==> src/rtl/uart_rx.sv <==
`default_nettype none
// ============================================================================
// Module   : uart_rx
// Purpose  : UART receiver. Samples an asynchronous serial line at mid-bit
//            using a clocks-per-bit counter. Frames carry DATA_BITS data bits
//            (LSB first), an optional parity bit and one stop bit. The received
//            byte is held in a valid/ready register. Framing errors, parity
//            errors and overrun are reported on separate flags.
// Ports    : clk        - system clock
//            reset_n    - asynchronous active-low reset
//            rx         - asynchronous serial input, idles high
//            rx_ready   - consumer accepts rx_data this cycle
//            rx_data    - received byte, stable while rx_valid
//            rx_valid   - holding register full
//            frame_err  - one-cycle pulse, stop bit sampled low
//            parity_err - one-cycle pulse, parity mismatch
//            overrun    - sticky, good frame arrived while register full
//            busy       - receiver is not idle
// Revision : 1.0 - initial release
// ============================================================================
module uart_rx #(
  parameter int BAUD_RATE  = 9600,
  parameter int CLOCK_FREQ = 192000,
  parameter int DATA_BITS  = 8,
  parameter int PARITY     = 0      // 0 none, 1 odd, 2 even
) (
  input  logic                 clk,
  input  logic                 reset_n,
  input  logic                 rx,
  input  logic                 rx_ready,
  output logic [DATA_BITS-1:0] rx_data,
  output logic                 rx_valid,
  output logic                 frame_err,
  output logic                 parity_err,
  output logic                 overrun,
  output logic                 busy
);

  localparam int CLKS_PER_BIT = CLOCK_FREQ / BAUD_RATE;
  localparam int HALF_BIT     = CLKS_PER_BIT / 2;
  localparam int CNT_W        = (CLKS_PER_BIT > 1) ? $clog2(CLKS_PER_BIT) : 1;
  localparam int IDX_W        = (DATA_BITS > 1) ? $clog2(DATA_BITS) : 1;

  localparam logic [CNT_W-1:0] CNT_LAST = CNT_W'(CLKS_PER_BIT - 1);
  localparam logic [CNT_W-1:0] CNT_HALF = CNT_W'(HALF_BIT - 1);
  localparam logic [IDX_W-1:0] IDX_LAST = IDX_W'(DATA_BITS - 1);

  // --------------------------------------------------------------------------
  // Configuration checks. Below four clocks per bit the half-bit and full-bit
  // sample points collapse together and mid-bit sampling is meaningless.
  // --------------------------------------------------------------------------
  generate
    if (CLKS_PER_BIT < 4) begin : g_bad_clks_per_bit
      $error("uart_rx: CLOCK_FREQ/BAUD_RATE must be at least 4");
    end
    if (DATA_BITS < 5 || DATA_BITS > 8) begin : g_bad_data_bits
      $error("uart_rx: DATA_BITS must be in 5..8");
    end
    if (PARITY < 0 || PARITY > 2) begin : g_bad_parity
      $error("uart_rx: PARITY must be 0, 1 or 2");
    end
  endgenerate

  typedef enum logic [2:0] {
    ST_IDLE      = 3'd0,
    ST_START     = 3'd1,
    ST_DATA      = 3'd2,
    ST_PAR       = 3'd3,
    ST_STOP      = 3'd4,
    ST_WAIT_HIGH = 3'd5
  } state_t;

  state_t               state;
  logic [CNT_W-1:0]     cnt;
  logic [IDX_W-1:0]     bit_idx;
  logic [DATA_BITS-1:0] shreg;
  logic                 par_bad;

  // --------------------------------------------------------------------------
  // Two-flop synchronizer. Both stages reset to the idle level so that a
  // release of reset never looks like a start edge on a quiet line.
  // --------------------------------------------------------------------------
  logic sync1;
  logic rx_s;

  always_ff @(posedge clk or negedge reset_n) begin
    if (!reset_n) begin
      sync1 <= 1'b1;
      rx_s  <= 1'b1;
    end else begin
      sync1 <= rx;
      rx_s  <= sync1;
    end
  end

  // Parity bit the transmitter should have sent for the assembled data.
  logic par_exp;
  assign par_exp = (PARITY == 1) ? ~^shreg : ^shreg;

  // --------------------------------------------------------------------------
  // Receive state machine. The clock counter restarts on every state entry
  // and every sample, so each sample point is one full bit after the last.
  // The start sample sits at half a bit, so every following sample lands
  // in the middle of its bit cell.
  // --------------------------------------------------------------------------
  always_ff @(posedge clk or negedge reset_n) begin
    if (!reset_n) begin
      state      <= ST_IDLE;
      cnt        <= '0;
      bit_idx    <= '0;
      shreg      <= '0;
      par_bad    <= 1'b0;
      rx_data    <= '0;
      rx_valid   <= 1'b0;
      frame_err  <= 1'b0;
      parity_err <= 1'b0;
      overrun    <= 1'b0;
      busy       <= 1'b0;
    end else begin
      // Error flags are single-cycle pulses.
      frame_err  <= 1'b0;
      parity_err <= 1'b0;

      // Consumer handshake. A frame completing in this same cycle overrides
      // the clear below, so back-to-back bytes never drop rx_valid.
      if (rx_valid && rx_ready) begin
        rx_valid <= 1'b0;
      end

      case (state)
        ST_IDLE: begin
          cnt     <= '0;
          bit_idx <= '0;
          if (!rx_s) begin
            state   <= ST_START;
            busy    <= 1'b1;
            par_bad <= 1'b0;
          end
        end

        ST_START: begin
          if (cnt == CNT_HALF) begin
            cnt <= '0;
            if (rx_s) begin
              // Line went back high before mid start bit: a glitch.
              state <= ST_IDLE;
              busy  <= 1'b0;
            end else begin
              state   <= ST_DATA;
              bit_idx <= '0;
            end
          end else begin
            cnt <= cnt + 1'b1;
          end
        end

        ST_DATA: begin
          if (cnt == CNT_LAST) begin
            cnt            <= '0;
            shreg[bit_idx] <= rx_s;
            if (bit_idx == IDX_LAST) begin
              state <= (PARITY != 0) ? ST_PAR : ST_STOP;
            end else begin
              bit_idx <= bit_idx + 1'b1;
            end
          end else begin
            cnt <= cnt + 1'b1;
          end
        end

        ST_PAR: begin
          if (cnt == CNT_LAST) begin
            cnt     <= '0;
            par_bad <= (rx_s != par_exp);
            state   <= ST_STOP;
          end else begin
            cnt <= cnt + 1'b1;
          end
        end

        ST_STOP: begin
          if (cnt == CNT_LAST) begin
            cnt <= '0;
            if (!rx_s) begin
              // Framing error takes precedence over any parity mismatch.
              // Wait for the line to return high so a held-low break
              // produces one error rather than a stream of bogus frames.
              frame_err <= 1'b1;
              state     <= ST_WAIT_HIGH;
            end else begin
              // Back to IDLE at mid stop bit, so a start edge arriving at
              // the nominal end of the stop bit is still caught.
              state <= ST_IDLE;
              busy  <= 1'b0;
              if (par_bad) begin
                parity_err <= 1'b1;
              end else if (!rx_valid || rx_ready) begin
                rx_data  <= shreg;
                rx_valid <= 1'b1;
              end else begin
                overrun <= 1'b1;
              end
            end
          end else begin
            cnt <= cnt + 1'b1;
          end
        end

        ST_WAIT_HIGH: begin
          cnt <= '0;
          if (rx_s) begin
            state <= ST_IDLE;
            busy  <= 1'b0;
          end
        end

        default: begin
          state <= ST_IDLE;
          cnt   <= '0;
          busy  <= 1'b0;
        end
      endcase
    end
  end

endmodule
`default_nettype wire

==> config.mk <==
export PLATFORM = sky130hd
export DESIGN_NAME = uart_rx
export DESIGN_NICKNAME = d
export VERILOG_FILES = /design/src/rtl/uart_rx.sv
export SDC_FILE = /design/constraint.sdc
export NUM_CORES = 1
export LEC_CHECK = 0
export BUFFER_PORTS_ARGS = -buffer_cell sky130_fd_sc_hd__buf_2
export CORE_ASPECT_RATIO = 1.75
export CORE_MARGIN = 2
export CORE_UTILIZATION = 45
export CTS_CLUSTER_DIAMETER = 30
export DETAILED_ROUTE_END_ITERATION = 8
export SLEW_MARGIN = 40
export SYNTH_ARGS = -nofsm -noshare
export SYNTH_HDL_FRONTEND = slang
export SYNTH_SLANG_ARGS = --single-unit
export TNS_END_PERCENT = 20
==> constraint.sdc <==
create_clock -name clk -period 5.1 [get_ports clk]
set_clock_uncertainty 0.2 [all_clocks]
set_input_delay 0.765 -clock clk [delete_from_list [all_inputs] [get_ports clk]]
set_output_delay 0.765 -clock clk [all_outputs]
set_load 0.02 [all_outputs]
==> results.md, run 1 <==
- Worst slew pin tran: 0.551 ns
- RSZ-0062 raised after global routing: no
- Post-synthesis cell area: roughly 1700 µm²
- Asr flop ratio synth: 1.00
- DIE AREA: about 4300 µm²
- CTS Buffer Depth: 2
- Average size of a mapped cell: between 10 and 15 µm²
- Final hold violations: 0
- Setup violators final: 0
- Slew Limit Fails: 0
- Setup CP Type: reg2reg
- Data arrival time of the worst path: approximately 2.6 ns
- Vias in the first global route: roughly 1100
- Setup tns final: 0 ns
- Initial antenna violation count: 0
- Vias: ~1100
- Total track usage: 0.169
- Nets: between 150 and 200
- Cell taking the most area after synthesis: dfrtp_1
- Routed wire length: approximately 3100 µm
- Die width: 50.7 µm
- Total gr overflow: 0
- CP required: slightly above 5 ns
- First-pass GRT wire length: 5400 µm
- Power density over the cells: 328 nW/µm²
- Hold-fix buffers, CTS: 0
- Core Area: between 3000 and 4000 µm²
- Pre-CTS setup slack: 2.49 ns
- Post-synth EDFFs: 0
- DR pass1 iterations: 4
- CTS Sinks: 35
- H-tree Lvls: 2
- Worst hold path class: reg2reg
- Syn Inst Count: between 150 and 200
- Share of the synthesized area in the top cell type: 0.481
- Maxcap violations: 0
- RR Startpoint: cnt[0]$_DFF_PN0_
- Ant. Diodes: 0
- Leakage power: around 0.00093 µW
- Num CTS Buffers: 5
- Synth cell count leaders: dfrtp_1, nor2_1, o21ai_1
- Most common flop cell mapped by yosys: dfrtp_1
- Starting Density: 0.473
- Mapped Nets: 160
- Sequential area share after synthesis: 0.512
- Die Ht: between 80 and 90 µm
- P&R area growth vs syn: 12.2%
- #FFs+latches synth: 35
- Clock Latency Late Sink: just under 0.3 ns
- Post-route DRC violation count: 0
- Post-Route Utilization: 0.530
- Port Buffers: 16
- Dpl hpwl: around 2400 µm
- Post-cts sizing count: 0
- Final Worst Setup Slack: 2.51 ns
- Routed len/inst: roughly 15 µm
- Worst setup SP type: flip-flop
- Placer Congestion: between 0.7 and 0.8
- Peak VDD IR: just over 0.2 mV
- DR vias/cell: roughly 5.4
- IO Pins: 17
- Worst Setup SP: cnt[0]$_DFF_PN0_
- Status: finished, final reports clean
- Synth Warn #: 0
- Final worst path period share: 0.508
- Cell area after layout: just under 2000 µm²
- Fraction of layout cells with a size suffix above 1: 0.223
- CTS tree: built
- Rows: 29
- Post-layout min period: approximately 2.6 ns
- Hold Path Origin: sync1$_DFF_PN1_
- Maximum clock rate: 0.386 GHz
- Slew headroom: 0.631
- Clock transition at path regs: around 0.07 ns
- Worst-path fanout max: 10
- Root Buffer: clkbuf_8
- Yosys cell types: 36
- Area contributors post-synth: dfrtp_1, mux2_4, mux2_1
- Area after DPL: 1800 µm²
- Count leader, synth: dfrtp_1
- Setup Fix Bufs, Post-CTS: 0
- CP Capture Type: flip-flop
- Number of DRC markers in iteration 0: 22
- Largest net degree at the start of global routing: 36
- DRT antenna net count: 0
final timing paths:
path                                          endpoint  slack, ns  depth (start not counted)
min in group asynchronous          frame_err$_DFF_PN0_       0.22                          1
max in group asynchronous               rx_s$_DFF_PN1_       4.15                          1
worst max-delay path            rx_data[6]$_DFFE_PN0P_       2.51                          6
worst min-delay path                    rx_s$_DFF_PN1_       0.16                          0
worst min register to register          rx_s$_DFF_PN1_       0.16                          0
worst max register to register  rx_data[6]$_DFFE_PN0P_       2.51                          6
registers in the layout, summed over array words and instances (netlist names):
name,flops
state,3
frame_err,1
bit_idx,3
shreg,8
busy,1
overrun,1
sync1,1
rx_valid,1
rx_s,1
par_bad,1
parity_err,1
rx_data,8
cnt,5
placed cells by master (no fill, tap or decap), types with 6 or more instances in the layout:
master / count
nand3_1: 8
mux2_4: 8
buf_2: 15
xnor2_1: 8
clkbuf_8: 6
mux2_1: 8
dfrtp_1: 33
nor3_1: 6
o21ai_1: 9
nor2_1: 11
layer usage:
metal	track usage	up-vias	share of wire
met4	0.0811	0	0.020
met2	0.309	17	0.57
li1	-	560	-
met1	0.172	566	0.38
met5	0	-	0
met3	0.0470	5	0.028
power by group:
group / switching (µW) / internal [µW] / leakage (µW)
clock network: 96.9 / 158 / 0.0000612
registers: 23.8 / 293 / 0.000471
logic: 33.9 / 25.1 / 0.000396
worst max-delay path, cell delays in order (launching register included):
cell and delay (ns):
dfrtp_1 0.41, ha_1 0.25, and4bb_1 0.43, and3_4 0.26, nand3b_2 0.10, nor2b_2 0.48, mux2_4 0.35
cells by family after synthesis:
group	Yosys count	share of synthesized area
simple gates	46	0.154
compound gates	26	0.0890
buf+inv	14	0.0372
fa+ha+maj	4	0.0292
xor+xnor	11	0.0562
flops	35	0.512
mux	16	0.123
through the flow:
| stage | power, µW | instances | hold WS (ns) |
|---|---|---|---|
| after floorplan | 362 | 152 | 0.145 |
| after global placement | 378 | 204 | 0.147 |
| after detailed placement | 382 | 204 | 0.148 |
| after CTS | 642 | 212 | 0.158 |
| after global routing | 665 | 212 | 0.160 |
| final | 631 | 212 | 0.156 |
area by class of cell:
cell class / instances / area [µm²]
multi-input cells: 103 / 773
clock inverters: 2 / 35.0
well taps: 46 / 57.6
inverters: 4 / 15.0
repair buffers: 16 / 82.6
flip-flops and latches: 35 / 878
clock buffers: 6 / 82.6
fillers: 331 / 1700
Note: power is estimated with default switching activity, not from simulation.
==> inputs of run 2 (changes only) <==
- clock period: 5.1 -> 2.5 ns (I/O delays scaled with it)
==> run 2 against run 1 <==
Count of clock-buffer cells in the layout did not move. Hold slack got worse by 0.00087 ns. Die area did not move. Cell count rose by 3.3%. Largest power group unchanged.
==> results.md, run 2 (synthesis results as in run 1) <==
- Status: finished, final reports clean
- Vias in the first global route: approximately 1200
- Switching Share: 0.263
- Final worst path period share: 0.839
- Reg power frac: 0.544
- Placer Congestion: about 0.74
- RSZ-0062 raised after global routing: no
- Slowest-stage cell, CP: dfrtp_1
- Peak VDD IR: 0.380 mV
- Nets: approximately 180
- Starting Density: 0.473
- Setup CP Type: reg2reg
- Core Area: about 3600 µm²
- CTS Sinks: 35
- Total gr overflow: 0
- CTS Buffer Depth: 2
- Dpl hpwl: approximately 2300 µm
- H-tree Lvls: 2
- Fraction of layout cells with a size suffix above 1: 0.243
- Slew Limit Fails: 0
- DR vias/cell: approximately 5.5
- Biggest regs: rx_data: 8 flops, shreg: 8 flops, cnt: 5 flops
- IO Pins: 17
- Worst hold path class: reg2reg
- Final hold violations: 0
- Total track usage: 0.176
- Num CTS Buffers: 5
- Sw Pwr: ~310 µW
- Slew headroom: 0.668
- Most common cell after layout, fill and taps aside: dfrtp_1
- Clock transition at path regs: about 0.07 ns
- Ant. Diodes: 0
- Die Ht: between 80 and 90 µm
- Area occupied by multi-input gates: between 700 and 800 µm²
- Post-cts sizing count: 0
- Power density over the cells: roughly 600 nW/µm²
- Worst-path fanout max: 8
- Setup tns final: 0 ns
- Post-route DRC violation count: 0
- Worst slew pin tran: 0.498 ns
- Port Buffers: 16
- Root Buffer: clkbuf_8
- Initial antenna violation count: 0
- Die width: between 50 and 60 µm
- Internal: between 800 and 900 µW
- Bufs and invs on worst path: 1
- CP Capture Type: flip-flop
- Number of DRC markers in iteration 0: 23
- Register area: 878 µm²
- Leakage power: approximately 0.00095 µW
- Largest net degree at the start of global routing: 36
- Routed wire length: between 3000 and 4000 µm
- Worst setup SP type: flip-flop
- DIE AREA: between 4000 and 5000 µm²
- Vias: around 1200
- Pre-CTS setup slack: about 0.38 ns
- CP peak stage delay: 0.39 ns
- CP required: between 2 and 2.5 ns
- Clock network power share: 0.342
- CP delay by family, top: simple AND/OR/NAND/NOR gates
- Maximum clock rate: ~0.48 GHz
- P&R area growth vs syn: 14.2%
- DRT antenna net count: 0
- Rows: 29
- First-pass GRT wire length: 5780 µm
- Most frequent cells in the layout: dfrtp_1, buf_2, nor2_1
- Data arrival time of the worst path: 2.07 ns
- Final Worst Setup Slack: 0.402 ns
- CP Cell Sequence: ha_1 -> and4bb_1 -> and3_4 -> nand3b_2 -> nor2b_2 -> buf_4 -> mux2_4
- DR pass1 iterations: 4
- Clock Latency Late Sink: 0.28 ns
- Post-layout min period: approximately 2.1 ns
- CTS tree: built
- Fillcell total: 320
- Maxcap violations: 0
- Routed len/inst: around 14 µm
- Setup Fix Bufs, Post-CTS: 0
- Comb power frac: 0.114
- Setup violators final: 0
[run 2: cell types whose count changed in the layout (fill, tap and decap cells not counted), sizes merged]
cell         before  now
bufinv            1    0
buf              16   22
dlygate4sd3       0    2
[run 2: metal layers]
metal,GRT usage,vias to the layer above,routed length [µm]
met5,0,-,0
met4,0.0885,0,76
met3,0.0366,10,91
met2,0.318,23,1770
met1,0.189,594,1160
li1,-,571,-
[run 2: metrics by stage]
step           total power, µW  instance area (µm²)  hold WS [ns]  cells   util
2_1_floorplan              738                 1720        -0.121    152      -
3_3_place_gp               777                 1850         0.145    210  0.510
6_report                  1180                 1960         0.155    219  0.540
5_1_grt                   1250                 1960         0.166    219  0.540
4_1_cts                   1200                 1960         0.158    219  0.539
3_5_place_dp               789                 1850         0.149    210  0.510
[run 2: cell type report]
type	instances	area share
Sequential cell	35	0.448
Multi-Input combinational cell	103	0.395
Timing Repair Buffer	24	0.0754
Clock buffer	6	0.0421
Tap cell	46	0.0294
Inverter	4	0.00766
Clock inverter	1	0.00255
[run 2: path summary, 6_finish.rpt]
check / startpoint / to / slack [ns] / cells after the start
min in group asynchronous: reset_n / parity_err$_DFF_PN0_ / 0.37 / 2
max in group asynchronous: reset_n / sync1$_DFF_PN1_ / 1.39 / 2
worst min register to register: sync1$_DFF_PN1_ / rx_s$_DFF_PN1_ / 0.16 / 0
worst min-delay path: sync1$_DFF_PN1_ / rx_s$_DFF_PN1_ / 0.16 / 0
worst max register to register: cnt[0]$_DFF_PN0_ / rx_data[6]$_DFFE_PN0P_ / 0.40 / 7
worst max-delay path: cnt[0]$_DFF_PN0_ / rx_data[6]$_DFFE_PN0P_ / 0.40 / 7
[run 2: power by group through the flow]
| stage | registers (µW) | logic, µW | clock network (µW) |
|---|---|---|---|
| 3_3_place_gp | 651 | 126 | 0 |
| 3_5_place_dp | 654 | 134 | 0 |
| 4_1_cts | 643 | 137 | 419 |
| 5_1_grt | 649 | 156 | 443 |
| 2_1_floorplan | 635 | 103 | 0 |
| 6_report | 644 | 135 | 405 |
[run 2: repair_timing]
item / 4_1_cts / 5_1_grt
endpoints found under the setup margin: 0 / 0
hold endpoints to repair: 34 / 0
hold buffers: 2 / 0
==> inputs of run 3 (changes only) <==
- PLACE_DENSITY: unset -> 0.66
- clock period: 2.5 -> 1.85 ns (I/O delays scaled with it)
==> run 3 against run 2 <==
The flow now finishes with violations (setup timing). Total power rose by 50%. Critical path depth rose by 4. Critical endpoint is now cnt[3]$_DFF_PN0_. Sequential power rose by 30%. Register-to-register slack got worse by 0.53 ns. Sequential share of layout area fell by 4.9 points. Clock power rose by 51%. Hold slack got worse by 0.077 ns. Global-route usage rose by 0.58 points. Fmax rose by 5.9%. Cell area rose by 12%. Non-clock buffer count rose by 18.
==> results.md, run 3 (synthesis results as in run 1) <==
- Clock Latency Late Sink: between 0.2 and 0.3 ns
- P&R area growth vs syn: 28.1%
- Failing checks: setup timing
- Post-layout min period: ~2.0 ns
- Bufs and invs on worst path: 5
- CP required: about 1.8 ns
- Placer Congestion: 0.797
- Total power draw: roughly 1800 µW
- Worst path most repeated cell: buf_4
- Fillcell total: 314
- Num CTS Buffers: 5
- Worst-path fanout max: 5
- CP delay by family, top: buffers and inverters
- Clock transition at path regs: ~0.070 ns
- Most common cell after layout, fill and taps aside: dfrtp_1
- Nets: roughly 200
- DRT antenna net count: 0
- Peak VDD IR: 0.506 mV
- Worst hold path class: in2reg
- Vias: 1313
- Dpl hpwl: 2630 µm
- H-tree Lvls: 2
- Pre-CTS setup slack: -0.107 ns
- CP Cell Sequence: buf_4 -> buf_6 -> inv_2 -> ha_2 -> nand4bb_1 -> buf_4 -> nand3b_1 -> a21oi_1 -> a31oi_1 -> buf_4 -> nor2_1
- RR Startpoint: cnt[1]$_DFF_PN0_
- Rows: 29
- Data arrival time of the worst path: approximately 2 ns
- Power density over the cells: 809 nW/µm²
- Status: complete, but fails checks
- Hold Path Origin: rx_ready
- Slew Limit Fails: 0
- DR vias/cell: roughly 5.5
- Number of DRC markers in iteration 0: 20
- Slew headroom: 0.802
- CTS Sinks: 35
- Setup CP Type: reg2reg
- Post-route DRC violation count: 0
- Maxcap violations: 0
- RSZ-0062 raised after global routing: yes
- Routed wire length: ~3600 µm
- CP peak stage delay: 0.39 ns
- Ant. Diodes: 0
- Final worst path period share: 1.07
- Total track usage: 0.182
- Vias in the first global route: ~1400
- Final Worst Setup Slack: -0.130 ns
- Slowest-stage cell, CP: dfrtp_1
- Biggest regs: rx_data: 8 flops, shreg: 8 flops, cnt: 5 flops
- Worst setup SP type: flip-flop
- First-pass GRT wire length: 6070 µm
- DR pass1 iterations: 4
- Total gr overflow: 0
- Starting Density: 0.473
- Routed len/inst: 15.1 µm
- Largest net degree at the start of global routing: 25
- Setup violators final: 20
- Die width: between 50 and 60 µm
- Fraction of layout cells with a size suffix above 1: 0.365
- Most frequent cells in the layout: dfrtp_1, buf_4, buf_2
- Initial antenna violation count: 0
- Port Buffers: 16
- IO Pins: 17
- Post-Route Utilization: 0.606
- Core Area: between 3000 and 4000 µm²
- Leakage power: 0.00108 µW
- Die Ht: 85.7 µm
- Final hold violations: 0
- DIE AREA: approximately 4300 µm²
- Worst Setup SP: cnt[1]$_DFF_PN0_
- Root Buffer: clkbuf_8
- Maximum clock rate: 0.505 GHz
- CTS tree: built
- CTS Buffer Depth: 2
- CP Capture Type: flip-flop
- Worst slew pin tran: 0.297 ns
run 3: cell types whose count changed in the layout (fill, tap and decap cells not counted), moves of 2 or more:
| cell | change |
|---|---|
| ha_1 | -2 |
| buf_4 | +14 |
| buf_12 | +2 |
| nor3_1 | -5 |
| ha_2 | +2 |
| nor3_2 | +5 |
run 3: layer usage:
metal / up-vias / track usage / part of all wire
met5: - / 0 / 0
met4: 0 / 0.0983 / 0.030
met3: 9 / 0.0314 / 0.019
met2: 17 / 0.349 / 0.59
met1: 676 / 0.177 / 0.36
li1: 611 / - / -
run 3: repair_timing:
action,in CTS,in global routing
hold buffers,2,0
endpoints found under the setup margin,15,23
pin swaps,1,3
setup buffers,1,3
hold endpoints to repair,36,0
gates resized for setup,4,7
run 3: per-stage QoR:
step / TNS [ns] / hold slack (ns) / instance area, µm² / std cells
floorplan: -1.85 / -0.218 / 1730 / 152
global placement: -0.551 / -0.0316 / 1990 / 224
detailed placement: -1.15 / -0.0178 / 1990 / 224
CTS: -0.980 / 0.0890 / 2140 / 235
global route: -3.81 / 0.130 / 2200 / 238
finish: -1.58 / 0.0787 / 2200 / 238
run 3: path summary, 6_finish.rpt:
kind / endpoint / slack [ns] / cells after the start
max in group asynchronous: shreg[6]$_DFFE_PN0P_ / 0.83 / 3
max: cnt[3]$_DFF_PN0_ / -0.13 / 11
min in group asynchronous: frame_err$_DFF_PN0_ / 0.20 / 2
min reg2reg: rx_s$_DFF_PN1_ / 0.16 / 0
min: rx_valid$_DFF_PN0_ / 0.08 / 3
max reg2reg: cnt[3]$_DFF_PN0_ / -0.13 / 11
run 3: where the power goes:
part / switching (µW) / total [µW] / leakage [µW] / internal, µW
logic: 166 / 325 / 0.000558 / 159
clock network: 272 / 612 / 0.0000515 / 340
registers: 30.4 / 839 / 0.000471 / 808
run 3: worst min-delay path: cells and delay by family:
| kind | cells | cell delay, ns |
|---|---|---|
| buf+inv | 1 | 0.07 |
| simple gates | 2 | 0.18 |
run 3: area by class of cell:
type | count | area, µm² | area share
sequential | 35 | 878 | 0.400
clock buffer | 8 | 100 | 0.0456
tap | 46 | 57.6 | 0.0262
timing repair buffer | 42 | 309 | 0.141
multi-input combinational | 103 | 837 | 0.381
inverter | 4 | 15.0 | 0.00683
